File: config.mk
export PLATFORM = sky130hd
export DESIGN_NAME = hex_scroll_display
export DESIGN_NICKNAME = d
export VERILOG_FILES = /design/src/rtl/hex_scroll_display.sv
export SDC_FILE = /design/constraint.sdc
export NUM_CORES = 1
export LEC_CHECK = 0
export ABC_AREA = 1
export CAP_MARGIN = 20
export CORE_MARGIN = 2
export CORE_UTILIZATION = 52
export CTS_CLUSTER_DIAMETER = 30
export CTS_CLUSTER_SIZE = 16
export DETAILED_ROUTE_END_ITERATION = 12
export GPL_TIMING_DRIVEN = 0
export MAX_ROUTING_LAYER = met4
export PLACE_DENSITY = 0.85
export SYNTH_ARGS = -nofsm -noshare
export SYNTH_HDL_FRONTEND = slang
export SYNTH_SLANG_ARGS = --single-unit
File: constraint.sdc
create_clock -name clk_clk -period 2.42 [get_ports clk_clk]
set_input_delay 0.605 -clock clk_clk [delete_from_list [all_inputs] [get_ports clk_clk]]
set_output_delay 0.605 -clock clk_clk [all_outputs]
set_load 0.02 [all_outputs]
File: src/rtl/hex_scroll_display.sv
// -----------------------------------------------------------------------------
// hex_scroll_display
//
// Scrolls the eight nibbles of a 32-bit word as a marquee across the six
// on-board seven-segment digits. The step period is set in base ticks by
// `speed`. A new word is only adopted at a scroll boundary, so a pass in
// progress is never torn.
//
// Optional build macro: HEX_GAP_EN
//   defined   -> scroll length 10. Positions 8 and 9 are blank, which leaves a
//                two-digit gap between passes.
//   undefined -> scroll length 8, with a continuous wrap.
//
// Parameters:
//   TICK_DIV      clk_clk cycles per base tick
//   SPEED_W       width of the speed input
//
// Ports:
//   clk_clk       in   system clock
//   reset_reset_n in   asynchronous active-low reset
//   hex_word      in   [31:0] word to display, nibble 0 = bits 3:0
//   speed         in   [SPEED_W-1:0] step period in base ticks, 0 = frozen
//   enable        in   1 = run, 0 = hold the tick counter, step counter and position
//   hex0..hex5    out  [6:0] active-low segments, bit0=a .. bit6=g, hex0 rightmost
//   scroll_pos    out  [3:0] current scroll position
//   word_loaded   out  one-cycle pulse when a new word is latched
// -----------------------------------------------------------------------------
module hex_scroll_display #(
    parameter int TICK_DIV = 50000,
    parameter int SPEED_W  = 10
) (
    input  logic               clk_clk,
    input  logic               reset_reset_n,
    input  logic [31:0]        hex_word,
    input  logic [SPEED_W-1:0] speed,
    input  logic               enable,
    output logic [6:0]         hex0,
    output logic [6:0]         hex1,
    output logic [6:0]         hex2,
    output logic [6:0]         hex3,
    output logic [6:0]         hex4,
    output logic [6:0]         hex5,
    output logic [3:0]         scroll_pos,
    output logic               word_loaded
);

    localparam int TICK_W = (TICK_DIV > 1) ? $clog2(TICK_DIV) : 1;
    localparam logic [TICK_W-1:0]  TICK_LAST  = TICK_W'(TICK_DIV - 1);
    localparam logic [TICK_W-1:0]  TICK_ONE   = TICK_W'(1);
    localparam logic [TICK_W-1:0]  TICK_ZERO  = {TICK_W{1'b0}};
    localparam logic [SPEED_W-1:0] SPEED_ONE  = SPEED_W'(1);
    localparam logic [SPEED_W-1:0] SPEED_ZERO = {SPEED_W{1'b0}};

`ifdef HEX_GAP_EN
    localparam logic [3:0] LAST_POS   = 4'd9;
    localparam logic [4:0] SCROLL_LEN = 5'd10;
`else
    localparam logic [3:0] LAST_POS   = 4'd7;
    localparam logic [4:0] SCROLL_LEN = 5'd8;
`endif

    // Convert a nibble to the active-low segment pattern (bit0 = a).
    function automatic logic [6:0] seg_decode(input logic [3:0] nib);
        logic [6:0] seg;
        case (nib)
            4'h0:    seg = 7'h40;
            4'h1:    seg = 7'h79;
            4'h2:    seg = 7'h24;
            4'h3:    seg = 7'h30;
            4'h4:    seg = 7'h19;
            4'h5:    seg = 7'h12;
            4'h6:    seg = 7'h02;
            4'h7:    seg = 7'h78;
            4'h8:    seg = 7'h00;
            4'h9:    seg = 7'h10;
            4'hA:    seg = 7'h08;
            4'hB:    seg = 7'h03;
            4'hC:    seg = 7'h46;
            4'hD:    seg = 7'h21;
            4'hE:    seg = 7'h06;
            4'hF:    seg = 7'h0E;
            default: seg = 7'h7F;
        endcase
        return seg;
    endfunction

    // Digit `digit` shows nibble (pos + digit) mod SCROLL_LEN. Indices 8 and
    // above fall in the gap and are blank.
    function automatic logic [6:0] digit_seg(input logic [31:0] word,
                                             input logic [3:0]  pos,
                                             input logic [2:0]  digit);
        logic [4:0] idx;
        logic [6:0] seg;
        idx = {1'b0, pos} + {2'b00, digit};
        if (idx >= SCROLL_LEN) begin
            idx = idx - SCROLL_LEN;
        end else begin
            idx = idx;
        end
        if (idx >= 5'd8) begin
            seg = 7'h7F;
        end else begin
            seg = seg_decode(word[{idx[2:0], 2'b00} +: 4]);
        end
        return seg;
    endfunction

    logic [TICK_W-1:0]  tick_cnt_q, tick_cnt_d;
    logic [SPEED_W-1:0] step_cnt_q, step_cnt_d;
    logic [3:0]         pos_q, pos_d;
    logic [31:0]        word_q, word_d;
    logic               first_q, first_d;
    logic               loaded_q, loaded_d;
    logic [6:0]         hex_q [6];
    logic [6:0]         seg_d [6];

    logic tick_s;
    logic step_s;
    logic wrap_s;
    logic pending_s;
    logic load_s;

    // Base tick counter. The strobe fires in the cycle in which the count wraps.
    always_comb begin
        tick_cnt_d = tick_cnt_q;
        tick_s     = 1'b0;
        if (enable) begin
            if (tick_cnt_q == TICK_LAST) begin
                tick_cnt_d = TICK_ZERO;
                tick_s     = 1'b1;
            end else begin
                tick_cnt_d = tick_cnt_q + TICK_ONE;
            end
        end else begin
            tick_cnt_d = tick_cnt_q;
        end
    end

    // Step counter. The >= comparison makes a step fire on the next tick
    // when speed drops below the current count.
    always_comb begin
        step_cnt_d = step_cnt_q;
        step_s     = 1'b0;
        if (speed == SPEED_ZERO) begin
            step_cnt_d = SPEED_ZERO;
        end else if (tick_s) begin
            if (step_cnt_q >= (speed - SPEED_ONE)) begin
                step_cnt_d = SPEED_ZERO;
                step_s     = 1'b1;
            end else begin
                step_cnt_d = step_cnt_q + SPEED_ONE;
            end
        end else begin
            step_cnt_d = step_cnt_q;
        end
    end

    // Scroll position and word adoption. A wrap-triggered load lands in the
    // same cycle as the position returning to 0.
    always_comb begin
        pos_d     = pos_q;
        word_d    = word_q;
        first_d   = first_q;
        wrap_s    = step_s && (pos_q == LAST_POS);
        pending_s = (hex_word != word_q);
        load_s    = pending_s && (first_q || (speed == SPEED_ZERO) || wrap_s);
        if (step_s) begin
            if (wrap_s) begin
                pos_d = 4'd0;
            end else begin
                pos_d = pos_q + 4'd1;
            end
        end else begin
            pos_d = pos_q;
        end
        if (load_s) begin
            word_d  = hex_word;
            first_d = 1'b0;
        end else begin
            word_d  = word_q;
            first_d = first_q;
        end
        loaded_d = load_s;
    end

    // Segment patterns for every digit, taken from the current latched state.
    always_comb begin
        for (int i = 0; i < 6; i++) begin
            seg_d[i] = digit_seg(word_q, pos_q, 3'(i));
        end
    end

    // State and output registers.
    always_ff @(posedge clk_clk or negedge reset_reset_n) begin
        if (!reset_reset_n) begin
            tick_cnt_q <= TICK_ZERO;
            step_cnt_q <= SPEED_ZERO;
            pos_q      <= 4'd0;
            word_q     <= 32'h0000_0000;
            first_q    <= 1'b1;
            loaded_q   <= 1'b0;
            for (int i = 0; i < 6; i++) begin
                hex_q[i] <= 7'h7F;
            end
        end else begin
            tick_cnt_q <= tick_cnt_d;
            step_cnt_q <= step_cnt_d;
            pos_q      <= pos_d;
            word_q     <= word_d;
            first_q    <= first_d;
            loaded_q   <= loaded_d;
            for (int i = 0; i < 6; i++) begin
                hex_q[i] <= seg_d[i];
            end
        end
    end

    assign hex0        = hex_q[0];
    assign hex1        = hex_q[1];
    assign hex2        = hex_q[2];
    assign hex3        = hex_q[3];
    assign hex4        = hex_q[4];
    assign hex5        = hex_q[5];
    assign scroll_pos  = pos_q;
    assign word_loaded = loaded_q;

endmodule

; Word-level counts from Yosys, hierarchy flattened
; Memory sizes are Yosys's and may differ from the RTL's. A register that Yosys moved wholly into a read port is not among the register bits.
; Cells that the tools add are included.
[classes]
eq_ne = 3
n_addsub = 15
shifts = 6
n_reduce_logical = 7
muxes = 21
n_lt_le_gt_ge = 12
[op_table]
columns = operator, n
row1 = 32-bit by 6-bit indexed part select with 4-bit output, 6
row2 = "5-bit by 4-bit >= comparator with 1-bit output, second input constant", 10
row3 = 7-bit 2-to-1 mux, 5
row4 = 32-bit != test, 1
row5 = 10-bit 2-to-1 mux, 3
row6 = 5-bit 2-to-1 mux, 6
row7 = "5-bit by 4-bit subtractor with 5-bit output, second input constant", 5
row8 = "16-bit by 1-bit adder with 16-bit output, second input constant", 1
row9 = "16-bit == test, second input constant", 1
row10 = 16-bit 2-to-1 mux, 1
row11 = "10-bit by 1-bit adder with 10-bit output, second input constant", 1
row12 = "4-bit by 2-bit adder with 5-bit output, second input constant", 2
row13 = "4-bit by 3-bit adder with 5-bit output, second input constant", 2
row14 = 10-bit >= comparator, 1
row15 = 10-bit logical NOT, 1
row16 = "10-bit by 1-bit subtractor with 10-bit output, second input constant", 1
row17 = "4-bit by 1-bit adder with 5-bit output, second input constant", 1
row18 = 1-bit 2-to-1 mux, 5
row19 = "4-bit by 4-bit subtractor with 5-bit output, second input constant", 1
row20 = "4-bit by 1-bit adder with 4-bit output, second input constant", 1
row21 = "4-bit by 3-bit == test with 1-bit output, second input constant", 1
row22 = "4-bit >= comparator, second input constant", 1
row23 = 4-bit 2-to-1 mux, 1
row24 = 1-bit logical AND, 2
row25 = other kinds (3), 4
[word_totals]
ff_bits = 99
romBits = 672
inputBits = 45
memories = 6
out_inout_bits = 47
[mem_list]
columns = memory, depth, width, read_ports, rd_clocked_by_memory_dff, write_ports, line
row1 = (no name shown), 16, 7, 1, 1, 0, 65  ; case (nib)
row2 = (no name shown), 16, 7, 1, 0, 0, 65
row3 = (no name shown), 16, 7, 1, 0, 0, 65
row4 = (no name shown), 16, 7, 1, 0, 0, 65
row5 = (no name shown), 16, 7, 1, 0, 0, 65
row6 = (no name shown), 16, 7, 1, 0, 0, 65

; Depth between registers and ports, before layout
; Gate-level depths: netlist of the first run.
[logic_depth]
word_depth = 8
ltp_mapped = 20

; Least setup slack after synthesis of the first run
; Ideal clock, no wire load.
[synth_path]
path_kind = reg2reg
start = register pos_q[0], in the netlist scroll_pos[0]
end = register hex_q, in the netlist hex1[3]
arrival_time_ps = 2666
path_slack_ps = -337
stages_incl_launch_ff = 16
required_time_ps = 2329
period_less_slack_ps = 2757
setup_ps = 91
path_cell_list = dfrtp_1 -> buf_4 -> inv_2 -> buf_2 -> ha_1 -> buf_2 -> buf_1 -> nand2_1 -> o21ai_0 -> nand2_1 -> nand2_1 -> inv_1 -> ha_1 -> or2_1 -> nand3_1 -> nand3_1
[synth_rtl]
columns = item, line
row1 = from (decl), 110  ; logic [3:0] pos_q, pos_d;
row2 = from (signal assigned), 208  ; pos_q <= pos_d;
row3 = "to (signal, indexed assignment)", 213  ; hex_q[i] <= seg_d[i];
row4 = to (decl), 114  ; logic [6:0] hex_q [6];

; Worst setup path in the final report of the first run
[layout_path]
start = input speed[0]
end = register word_q[11]
[layout_via]
elab_chain_len = 8
elab_cells_between_ends = 10
classes_between = 1 x add/sub / 1 x order compare / 3 x mux / 5 x reduce/logical
[layout_rtl]
columns = item, line
row1 = from (decl), 35  ; input logic [SPEED_W-1:0] speed,
row2 = 10-bit by 1-bit subtractor with 10-bit output, 147  ; if (step_cnt_q >= (speed - SPEED_ONE)) begin
row3 = 10-bit >= comparator, 147
row4 = 1-bit 2-to-1 mux, 147
row5 = 1-bit 2-to-1 mux, 146  ; end else if (tick_s) begin
row6 = 1-bit 2-to-1 mux, 144  ; if (speed == SPEED_ZERO) begin
row7 = 1-bit logical AND, 164  ; wrap_s = step_s && (pos_q == LAST_POS);
row8 = 1-bit logical OR *, 166  ; load_s = pending_s && (first_q || (speed == SPEED_ZERO) || wrap_s);
row9 = 1-bit logical AND *, 166
row10 = to (signal assigned), 209  ; word_q <= word_d;
row11 = to (decl), 111  ; logic [31:0] word_q, word_d;
; Mark *: on every way between the ends. The rest lies on a longest branch, timed or not.
; A chain may end at the register's enable or synchronous reset.

==> results of run 1 <==
## registers in the layout, summed over array words and instances, names as in the netlist
| signal | count |
|---|---|
| word_loaded | 1 |
| hex4 | 7 |
| tick_cnt_q | 16 |
| hex1 | 7 |
| hex5 | 7 |
| scroll_pos | 4 |
| step_cnt_q | 10 |
| hex3 | 7 |
| first_q | 1 |
| hex0 | 7 |
| word_q | 32 |
| hex2 | 7 |
## kinds of logic (layout without fill, tap and decap cells)
| kind of cell | Yosys count | after routing | share of synthesized area (%) |
|---|---|---|---|
| AND/OR/NAND/NOR | 677 | 677 | 35.9 |
| buffers and inverters | 150 | 314 | 8.13 |
| AO/OA/AOI/OAI | 115 | 115 | 8.02 |
| flip-flops | 106 | 106 | 33.6 |
| adder cells (fa/ha/maj) | 67 | 67 | 10.4 |
| XOR/XNOR | 32 | 32 | 3.76 |
| multiplexers | 2 | 2 | 0.248 |
## path summary, 6_finish.rpt
kind / start / endpoint
worst max-delay path: speed[0] / word_q[11]
worst min register to register: first_q / first_q
worst max register to register: scroll_pos[2] / hex5[0]
worst min-delay path: reset_reset_n / step_cnt_q[7]
max in group asynchronous: reset_reset_n / hex4[0]
min in group clk_clk: first_q / first_q
## worst register-to-register path, cell delays in order (launching register included)
cell and delay [ns]:
dfrtp_2 0.43, buf_6 0.15, inv_4 0.07, buf_8 0.10, ha_2 0.15, nand2_1 0.06
nand2_2 0.08, xor2_2 0.19, inv_1 0.06, ha_1 0.28, o21ai_1 0.21, inv_1 0.11
nor2_4 0.21, nand2_1 0.08, inv_1 0.07, nand3_1 0.07
## power groups by stage
| stage | registers, W | clock network (W) | logic (W) |
|---|---|---|---|
| detailed placement | 0.00238 | 0 | 0.00177 |
| CTS | 0.00236 | 0.00158 | 0.00182 |
| floorplan | 0.00251 | 0 | 0.000983 |
| global placement | 0.00237 | 0 | 0.00172 |
| global route | 0.00240 | 0.00166 | 0.00215 |
| finish | 0.00236 | 0.00155 | 0.00193 |
## final cells by class
cell class / instances / share of cell area (%)
plain buffers: 27 / 2.54
clock buffers: 9 / 2.09
clock inverters: 7 / 0.791
inverters: 122 / 4.72
multi-input cells: 893 / 48.7
flip-flops and latches: 106 / 25.2
well taps: 188 / 2.19
repair buffers: 149 / 13.8
## routing by layer
| layer | vias to the layer above | global-route usage (%) |
|---|---|---|
| li1 | 4013 | - |
| met4 | 0 | 9.34 |
| met3 | 61 | 3.91 |
| met5 | - | - |
| met2 | 291 | 42.1 |
| met1 | 3826 | 33.3 |
## through the flow
stage / hold WS, ns / power (W)
2_1_floorplan: 0.309 / 0.00349
3_3_place_gp: 0.434 / 0.00409
3_5_place_dp: 0.439 / 0.00415
4_1_cts: 0.246 / 0.00576
5_1_grt: 0.267 / 0.00621
6_report: 0.227 / 0.00584
## placed cells by master (no fill, tap or decap), types with 13 or more instances in the layout
cell             Yosys  layout
nor2_1              49      41
dfstp_2             43      43
o211ai_1            14      14
clkdlybuf4s50_1      0      81
ha_1                67      57
nand2_1            426     374
inv_1              109      94
nand4_1             13      13
nand2_2              9      55
a21oi_1             19      17
o21ai_1             21      25
buf_6                6      16
dfrtp_1             63      60
buf_4                9      51
or2_2               14      13
xor2_1              13      13
o21ai_0             48      36
inv_2               13      20
nand3_1            137     126
xnor2_1             16      16
## repair_timing
| action | in CTS | in global routing |
|---|---|---|
| buffers inserted | 24 | 28 |
| setup endpoints to repair | 71 | 84 |
| cloned | 2 | 4 |
| pin swaps | 28 | 49 |
| resized for setup | 91 | 116 |
==> results.json, run 1 <==
{
  "status": "complete, but fails checks",
  "failed_checks": "setup timing",
  "met2_length_um": 10700,
  "period_needed_ns": 2.58,
  "clock.fmax_mhz": 388,
  "finalNonFillerCells": 1501,
  "hold_viol": 0,
  "worst_slack_ns": -0.159,
  "ys_async_sr_fraction_pct": 100,
  "cpLargestDelayFamily": "simple AND/OR/NAND/NOR gates",
  "dr.max_layer_used": "met4",
  "grt_max_degree": 63,
  "clkPwrFrac_pct": 26.5,
  "path_depth": 23,
  "die_x_um": 129,
  "fin_area_um2": 10800,
  "vias": 8191,
  "p_int_w": 0.00375,
  "crit_chain": "buf_12 > inv_12 > ha_4 > nand2_4 > nor2_4 > nand2_4 > buf_6 > nand2_1 > inv_1 > ha_1 > nand2_1 > inv_1 > nand2_1 > nand2_1 > nand2_2 > nand3_4 > nand4_4 > nand2_8 > nand2_8 > buf_12 > clkbuf_16 > nand2_1 > nand2_1",
  "switchingPower_w": 0.00209,
  "ir_worst_vdd_uv": 426,
  "synth_top_area_share_pct": 19.8,
  "drive_above_1_share_pct": 24.4,
  "ys_seq_elements": 106,
  "synth_nets": 1261,
  "combPwrFrac_pct": 33.0,
  "drv_cap": 0,
  "postRouteWirelength_um": 21800,
  "drt_iter0_drc": 652,
  "multi_input_area_um2": 5240,
  "antenna_cells": 0,
  "clock_sinks": 106,
  "clk_latency_ns": 0.37,
  "cts_buffers": 9,
  "path_common_cell": "nand2_1",
  "switching_share_pct": 35.8,
  "avgViaCountPerCell": 5.46,
  "synth_edf_count": 0,
  "yosys_warnings": 0,
  "syn_to_final_growth_pct": 33.4,
  "nFillCells": 1154,
  "final_nets": 1420,
  "drt_first_pass_iters": 7,
  "dpl-instance-area_um2": 9350,
  "cp.buffers_inverters": 7,
  "coreArea_um2": 15200,
  "start_kind": "primary input",
  "cts_buffer_depth": 2,
  "start_util_pct": 53.0,
  "finalMaxSlewViolations": 0,
  "path_max_fanout": 5,
  "rrSetupSlack_ns": 0.05,
  "p_per_area_nw_per_um2": 543,
  "skew_ns": 0.00849,
  "hold_class": "primary input to asynchronous set/reset pin",
  "slowest_stage": "ha_1",
  "grt_use_total_pct": 26.0,
  "r2r_cells": 15,
  "slowest_delay_ns": 0.26,
  "fin_util_pct": 70.7,
  "dpl.cell_count": 1429,
  "met3WireLength_um": 1340,
  "ios": 92,
  "wl_per_cell_um": 14.5,
  "place_congestion": 0.941,
  "root_buffer": "clkbuf_16",
  "dp_slack_ns": -1.10,
  "power_frac_seq_pct": 40.5,
  "met1Wirelength_um": 9070,
  "ant_nets": 0,
  "critical_path_required_ns": 2.68,
  "synth.largest_area_cell": "nand2_1",
  "grt_pass1_wl_um": 33500,
  "synth_seq_area_share_pct": 33.6,
  "die_y_um": 129,
  "regArea_um2": 2710,
  "yosysMostFrequentCell": "nand2_1",
  "ys_types": 37,
  "antenna_found_initial": 0,
  "synthFlopType": "dfrtp_1",
  "syn_area_per_cell_um2": 7.02,
  "cts_tree": "built",
  "setup_tns_ns": -3.96,
  "end_kind": "flip-flop",
  "ctsHoldBuffers": 0,
  "ys_top_cells_by_count": "nand2_1, nand3_1, inv_1, ha_1, dfrtp_1",
  "post-route-period-util_pct": 107,
  "relSlewSlack_pct": 58.7,
  "drc": 0,
  "worst_pin_slew_ns": 0.614,
  "port_buffers": 91,
  "setup_viol": 34,
  "grt-ovfl-total": 0,
  "hpwl_um": 14900,
  "leakage_nw": 5.33,
  "die_area_um2": 16500,
  "syn-instance-count": 1149,
  "synth.area.top_cells": "nand2_1, dfrtp_1, dfstp_2",
  "syn_area_um2": 8060,
  "rows": 45,
  "htreeDepth": 3,
  "arrival_ns": 2.84,
  "rsz0062_at_grt": "yes",
  "clk_pin_slew_worst_paths_ns": 0.07,
  "path_class": "primary input to flip-flop",
  "grt_pass1_vias": 7172
}
No activity file was read; power rests on OpenSTA's default activity.
==> run 2, diff against run 1 <==
--- a/config.mk
+++ b/config.mk
@@ -8,13 +8,14 @@
 export ABC_AREA = 1
 export CAP_MARGIN = 20
 export CORE_MARGIN = 2
-export CORE_UTILIZATION = 52
+export CORE_UTILIZATION = 58
 export CTS_CLUSTER_DIAMETER = 30
 export CTS_CLUSTER_SIZE = 16
 export DETAILED_ROUTE_END_ITERATION = 12
 export GPL_TIMING_DRIVEN = 0
 export MAX_ROUTING_LAYER = met4
-export PLACE_DENSITY = 0.85
+export PLACE_DENSITY = 0.89
+export SLEW_MARGIN = 20
 export SYNTH_ARGS = -nofsm -noshare
 export SYNTH_HDL_FRONTEND = slang
 export SYNTH_SLANG_ARGS = --single-unit
==> constraint.sdc (replaced) <==
create_clock -name clk_clk -period 2.7 [get_ports clk_clk]
set_input_delay 0.675 -clock clk_clk [delete_from_list [all_inputs] [get_ports clk_clk]]
set_output_delay 0.675 -clock clk_clk [all_outputs]
set_load 0.02 [all_outputs]
==> run 2 against run 1 <==
The run now ends clean. Hold slack worse by 0.0017 ns. Die area is 10% lower. Critical path depth is 8 lower. Total power is 13% lower. Routed wire length is 3.7% lower. Sequential cell count stayed put. Highest routed layer unchanged. Largest power group unchanged. Via count is 0.92% lower. Count of clock-buffer cells in the layout is 1 higher.
==> results.json, run 2 (synthesis results as in run 1) <==
{
  "status": "finished clean",
  "dpl.cell_count": 1421,
  "path_max_fanout": 11,
  "arrival_ns": 2.89,
  "nFillCells": 1036,
  "clock.fmax_mhz": 384,
  "setup_viol": 0,
  "vias": 8116,
  "top_regs": "word_q x32, tick_cnt_q x16, step_cnt_q x10",
  "dp_slack_ns": -0.807,
  "worst_slack_ns": 0.0933,
  "drv_cap": 0,
  "clk_latency_ns": 0.37,
  "rrSetupSlack_ns": 0.09,
  "ir_worst_vdd_uv": 341,
  "ios": 92,
  "cpLargestDelayFamily": "buffers and inverters",
  "avgViaCountPerCell": 5.55,
  "end_kind": "flip-flop",
  "die_y_um": 122,
  "drt_first_pass_iters": 6,
  "cts_buffers": 9,
  "die_x_um": 122,
  "grt_use_total_pct": 28.6,
  "grt_pass1_wl_um": 33300,
  "final_nets": 1389,
  "largest_register_ffs": 32,
  "place_congestion": 0.995,
  "regMostFlops": "word_q",
  "finalMaxSlewViolations": 0,
  "port_buffers": 91,
  "syn_to_final_growth_pct": 24.9,
  "ctsHoldBuffers": 0,
  "grt_pass1_vias": 7385,
  "r2r_end": "hex5[3]",
  "postRouteWirelength_um": 21000,
  "hold_viol": 0,
  "ant_nets": 0,
  "path_class": "flip-flop to flip-flop",
  "total_power_w": 0.00508,
  "post-route-period-util_pct": 96.5,
  "relSlewSlack_pct": 43.6,
  "skew_ns": 0.0143,
  "crit_path_end": "hex5[3]",
  "leakage_nw": 5.12,
  "slowest_delay_ns": 0.40,
  "die_area_um2": 14900,
  "r2r_cells": 15,
  "start_kind": "flip-flop",
  "cts_buffer_depth": 2,
  "htreeDepth": 3,
  "p_per_area_nw_per_um2": 504,
  "path_common_cell": "buf_6",
  "clock_sinks": 106,
  "drt_iter0_drc": 814,
  "root_buffer": "clkbuf_16",
  "grt-ovfl-total": 0,
  "antenna_cells": 0,
  "final_cell_mix": "nand2_1, nand3_1, inv_1",
  "cts_tree": "built",
  "hpwl_um": 14700,
  "slowest_stage": "dfrtp_1",
  "hold_class": "primary input to asynchronous set/reset pin",
  "coreArea_um2": 13700,
  "clk_pin_slew_worst_paths_ns": 0.07,
  "critical_path_required_ns": 2.98,
  "period_needed_ns": 2.61,
  "cp.buffers_inverters": 6,
  "r2r-start": "scroll_pos[0]",
  "wl_per_cell_um": 14.4,
  "start_util_pct": 58.8,
  "antenna_found_initial": 0,
  "worst_pin_slew_ns": 0.837,
  "crit_chain": "buf_6 > inv_2 > buf_8 > ha_1 > buf_6 > inv_2 > buf_6 > nand3_2 > nand2_2 > nand2_1 > nand2_2 > ha_1 > or2_1 > nand3_1 > nand3_1",
  "path_depth": 15,
  "final_common_cell": "nand2_1",
  "rows": 43,
  "grt_max_degree": 61,
  "finalNonFillerCells": 1462,
  "drc": 0,
  "drive_above_1_share_pct": 17.5,
  "startpoint": "scroll_pos[0]"
}
==> run 2: how the worst min path moves through the flow <==
stage                  startpoint            end  slack [ns]  depth (start not counted)
floorplan           reset_reset_n  scroll_pos[0]        0.38                          0
global placement          first_q        first_q        0.43                          2
detailed placement        first_q        first_q        0.44                          2
CTS                 reset_reset_n     word_q[24]        0.25                          1
global route        reset_reset_n     word_q[24]        0.26                          1
finish              reset_reset_n     word_q[24]        0.23                          1
==> run 2: metal layers <==
metal / global-route usage (%) / vias to the layer above / part of all wire [%]
met1: 35.4 / 3757 / 41
li1: - / 3952 / -
met4: 10.8 / 0 / 3.1
met2: 48.1 / 334 / 50
met5: - / - / 0
met3: 3.37 / 73 / 6.2
==> run 2: through the flow <==
step,hold WS [ns],util [%],instance area (µm²),setup TNS (ns)
after floorplan,0.379,-,8070,-0.00125
final,0.226,73.4,10100,0
after global placement,0.432,67.1,9200,-281.42
after detailed placement,0.441,67.3,9230,-38.65
after global routing,0.262,73.4,10100,-0.165
after CTS,0.250,71.7,9830,0
==> run 2: area by class of cell <==
cell class	count	area, µm²	area share, %
multi-input combinational	893	4930	49.0
sequential	106	2710	26.9
timing repair buffer	117	1170	11.7
inverter	122	468	4.65
buffer	28	263	2.61
clock buffer	10	250	2.49
tap	180	225	2.24
clock inverter	6	46.3	0.460
==> run 2: timing repair <==
action,4_1_cts,5_1_grt
cloned,3,1
buffers inserted,14,7
endpoints found under the setup margin,68,64
pin swaps,15,28
resized for setup,62,60
==> run 2: where the power goes <==
part | total (W) | leakage, nW | internal, W | switching (W)
clock | 0.00132 | 0.148 | 0.000689 | 0.000628
combinational | 0.00164 | 3.78 | 0.000656 | 0.000983
sequential | 0.00212 | 1.19 | 0.00191 | 0.000209
total | 0.00508 | 5.12 | 0.00326 | 0.00182
==> run 2: worst register-to-register path, stage by stage (launching register included) <==
cell     delay, ns
dfrtp_1       0.40
buf_6         0.14
inv_2         0.11
buf_8         0.16
ha_1          0.25
buf_6         0.14
inv_2         0.11
buf_6         0.16
nand3_2       0.13
nand2_2       0.10
nand2_1       0.06
nand2_2       0.12
ha_1          0.25
or2_1         0.25
nand3_1       0.08
nand3_1       0.08
==> run 3, diff against run 2 <==
--- a/config.mk
+++ b/config.mk
@@ -8,14 +8,13 @@
 export ABC_AREA = 1
 export CAP_MARGIN = 20
 export CORE_MARGIN = 2
-export CORE_UTILIZATION = 58
+export CORE_UTILIZATION = 52
 export CTS_CLUSTER_DIAMETER = 30
 export CTS_CLUSTER_SIZE = 16
 export DETAILED_ROUTE_END_ITERATION = 12
 export GPL_TIMING_DRIVEN = 0
 export MAX_ROUTING_LAYER = met4
-export PLACE_DENSITY = 0.89
-export SLEW_MARGIN = 20
+export PLACE_DENSITY = 0.85
 export SYNTH_ARGS = -nofsm -noshare
 export SYNTH_HDL_FRONTEND = slang
 export SYNTH_SLANG_ARGS = --single-unit
==> constraint.sdc (replaced) <==
create_clock -name clk_clk -period 2.2 [get_ports clk_clk]
set_input_delay 0.55 -clock clk_clk [delete_from_list [all_inputs] [get_ports clk_clk]]
set_output_delay 0.55 -clock clk_clk [all_outputs]
set_load 0.02 [all_outputs]
==> run 3 against run 2 <==
The run now ends with setup timing left. Sequential cell count unchanged. Register-to-register slack worse by 0.16 ns. Setup slack got worse by 0.35 ns. Final cell count grew 3.4%. Count of clock-buffer cells in the layout rose by 1. Clock skew is 0.0040 ns higher. Routed wire length increased by 8.1%. Via count increased by 2.3%. Core utilization down 0.53 points. Critical path type is now primary input to flip-flop. Critical endpoint is now word_q[18]. Highest routed layer unchanged.
==> results.json, run 3 (synthesis results as in run 1) <==
{
  "ir_worst_vdd_uv": 516,
  "clk_pin_slew_worst_paths_ns": 0.08,
  "slowest_stage": "ha_1",
  "antenna_found_initial": 0,
  "hpwl_um": 15200,
  "final_nets": 1430,
  "clock_sinks": 106,
  "start_kind": "primary input",
  "coreArea_um2": 15200,
  "post-route-period-util_pct": 112,
  "p_int_w": 0.00420,
  "relSlewSlack_pct": 58.4,
  "cts_tree": "built",
  "ios": 92,
  "total_power_w": 0.00654,
  "end_kind": "flip-flop",
  "regArea_um2": 2710,
  "grt_max_degree": 64,
  "period_needed_ns": 2.46,
  "place_congestion": 0.959,
  "avgViaCountPerCell": 5.49,
  "top_regs": "word_q x32, tick_cnt_q x16, step_cnt_q x10",
  "skew_ns": 0.0183,
  "htreeDepth": 3,
  "path_class": "primary input to flip-flop",
  "final_cell_mix": "nand2_1, nand3_1, inv_1",
  "grt_pass1_vias": 7349,
  "critical_path_required_ns": 2.46,
  "setup_tns_ns": -9.30,
  "power_frac_seq_pct": 40.0,
  "ctsHoldBuffers": 0,
  "largest_register_ffs": 32,
  "clkPwrFrac_pct": 25.9,
  "grt_pass1_wl_um": 34100,
  "finalMaxSlewViolations": 0,
  "leakage_nw": 5.39,
  "drive_above_1_share_pct": 28.5,
  "worst_slack_ns": -0.256,
  "switchingPower_w": 0.00234,
  "clock.fmax_mhz": 407,
  "cts_buffers": 9,
  "startpoint": "speed[5]",
  "postRouteWirelength_um": 22700,
  "drv_cap": 0,
  "wl_per_cell_um": 15.0,
  "vias": 8300,
  "die_area_um2": 16500,
  "nFillCells": 1126,
  "r2r_cells": 14,
  "antenna_cells": 0,
  "path_max_fanout": 10,
  "combPwrFrac_pct": 34.1,
  "p_per_area_nw_per_um2": 590,
  "r2r-start": "scroll_pos[0]",
  "failed_checks": "setup timing",
  "drt_iter0_drc": 548,
  "start_util_pct": 53.0,
  "grt-ovfl-total": 0,
  "crit_path_end": "word_q[18]",
  "root_buffer": "clkbuf_16",
  "crit_chain": "clkdlybuf4s15_1 > nor2_2 > nand4_1 > xor2_1 > ha_1 > a21o_1 > nor2_2 > nand3_4 > nand4_4 > nand2_8 > buf_4 > nand3_1 > nand2_1",
  "final_common_cell": "nand2_1",
  "rsz0062_at_grt": "yes",
  "drc": 0,
  "worst_pin_slew_ns": 0.624,
  "multi_input_area_um2": 5500,
  "r2r_end": "hex3[0]",
  "ant_nets": 0,
  "path_common_cell": "nor2_2",
  "cts_buffer_depth": 2,
  "rows": 45,
  "switching_share_pct": 35.8,
  "grt_use_total_pct": 26.4,
  "arrival_ns": 2.71,
  "status": "complete, but fails checks",
  "drt_first_pass_iters": 6,
  "slowest_delay_ns": 0.32,
  "syn_to_final_growth_pct": 37.4,
  "port_buffers": 91,
  "regMostFlops": "word_q",
  "hold_class": "primary input to asynchronous set/reset pin",
  "die_x_um": 129,
  "rrSetupSlack_ns": -0.07,
  "clk_latency_ns": 0.37,
  "setup_viol": 58,
  "die_y_um": 129,
  "hold_viol": 0
}
run 3: cell types whose count changed in the layout (fill, tap and decap cells not counted), moves of 13 or more:
| cell | change |
|---|---|
| nand2_2 | +37 |
| ha_4 | +13 |
| buf_4 | +39 |
| nand2_1 | -54 |
| o21ai_0 | -19 |
| nand2_4 | +17 |
| inv_1 | -13 |
| ha_1 | -22 |
run 3: final cells by class:
cell class	instances	area share [%]
well taps	188	2.12
plain buffers	27	2.58
inverters	122	4.63
clock inverters	5	0.576
multi-input cells	893	49.7
repair buffers	159	13.8
flip-flops and latches	106	24.5
clock buffers	11	2.19
run 3: metrics by stage:
step / worst slack, ns / hold WS (ns) / instance area [µm²] / utilization [%] / std cells
after floorplan: -0.242 / 0.254 / 8280 / - / 1149
after global placement: -3.70 / 0.433 / 9430 / 62.0 / 1428
after detailed placement: -1.26 / 0.434 / 9450 / 62.2 / 1429
after CTS: -0.165 / 0.209 / 10200 / 67.3 / 1477
after global routing: -0.317 / 0.239 / 11100 / 72.9 / 1511
final: -0.256 / 0.212 / 11100 / 72.9 / 1511
run 3: power by group through the flow:
stage / logic (W) / clock network (W) / registers, W
6_report: 0.00223 / 0.00169 / 0.00262
5_1_grt: 0.00247 / 0.00180 / 0.00266
4_1_cts: 0.00202 / 0.00171 / 0.00260
3_5_place_dp: 0.00195 / 0 / 0.00263
3_3_place_gp: 0.00190 / 0 / 0.00262
2_1_floorplan: 0.00109 / 0 / 0.00276
run 3: worst min-delay path by stage:
| stage | to | cells after the start |
|---|---|---|
| global route | word_q[12] | 1 |
| detailed placement | first_q | 2 |
| global placement | first_q | 2 |
| CTS | word_q[12] | 1 |
| finish | word_q[12] | 1 |
| floorplan | scroll_pos[0] | 0 |
run 3: layer usage:
metal	track usage (%)	wire length (µm)
met4	8.63	687
met1	32.2	9200
met2	44.1	11400
met3	5.24	1360
met5	-	0
run 3: worst max-delay path: cells and delay by family:
| family | cells | cell delay (ns) |
|---|---|---|
| buffers and inverters | 2 | 0.45 |
| adders and majority gates | 1 | 0.32 |
| AOI/OAI and AO/OA | 1 | 0.20 |
| and+or+nand+nor | 8 | 1.02 |
| xor gates and xnor gates | 1 | 0.17 |
run 3: timing repair:
action,4_1_cts,5_1_grt
pin swaps,34,63
gates cloned,2,2
gates resized for setup,97,168
setup endpoints to repair,85,90
buffers inserted,31,32
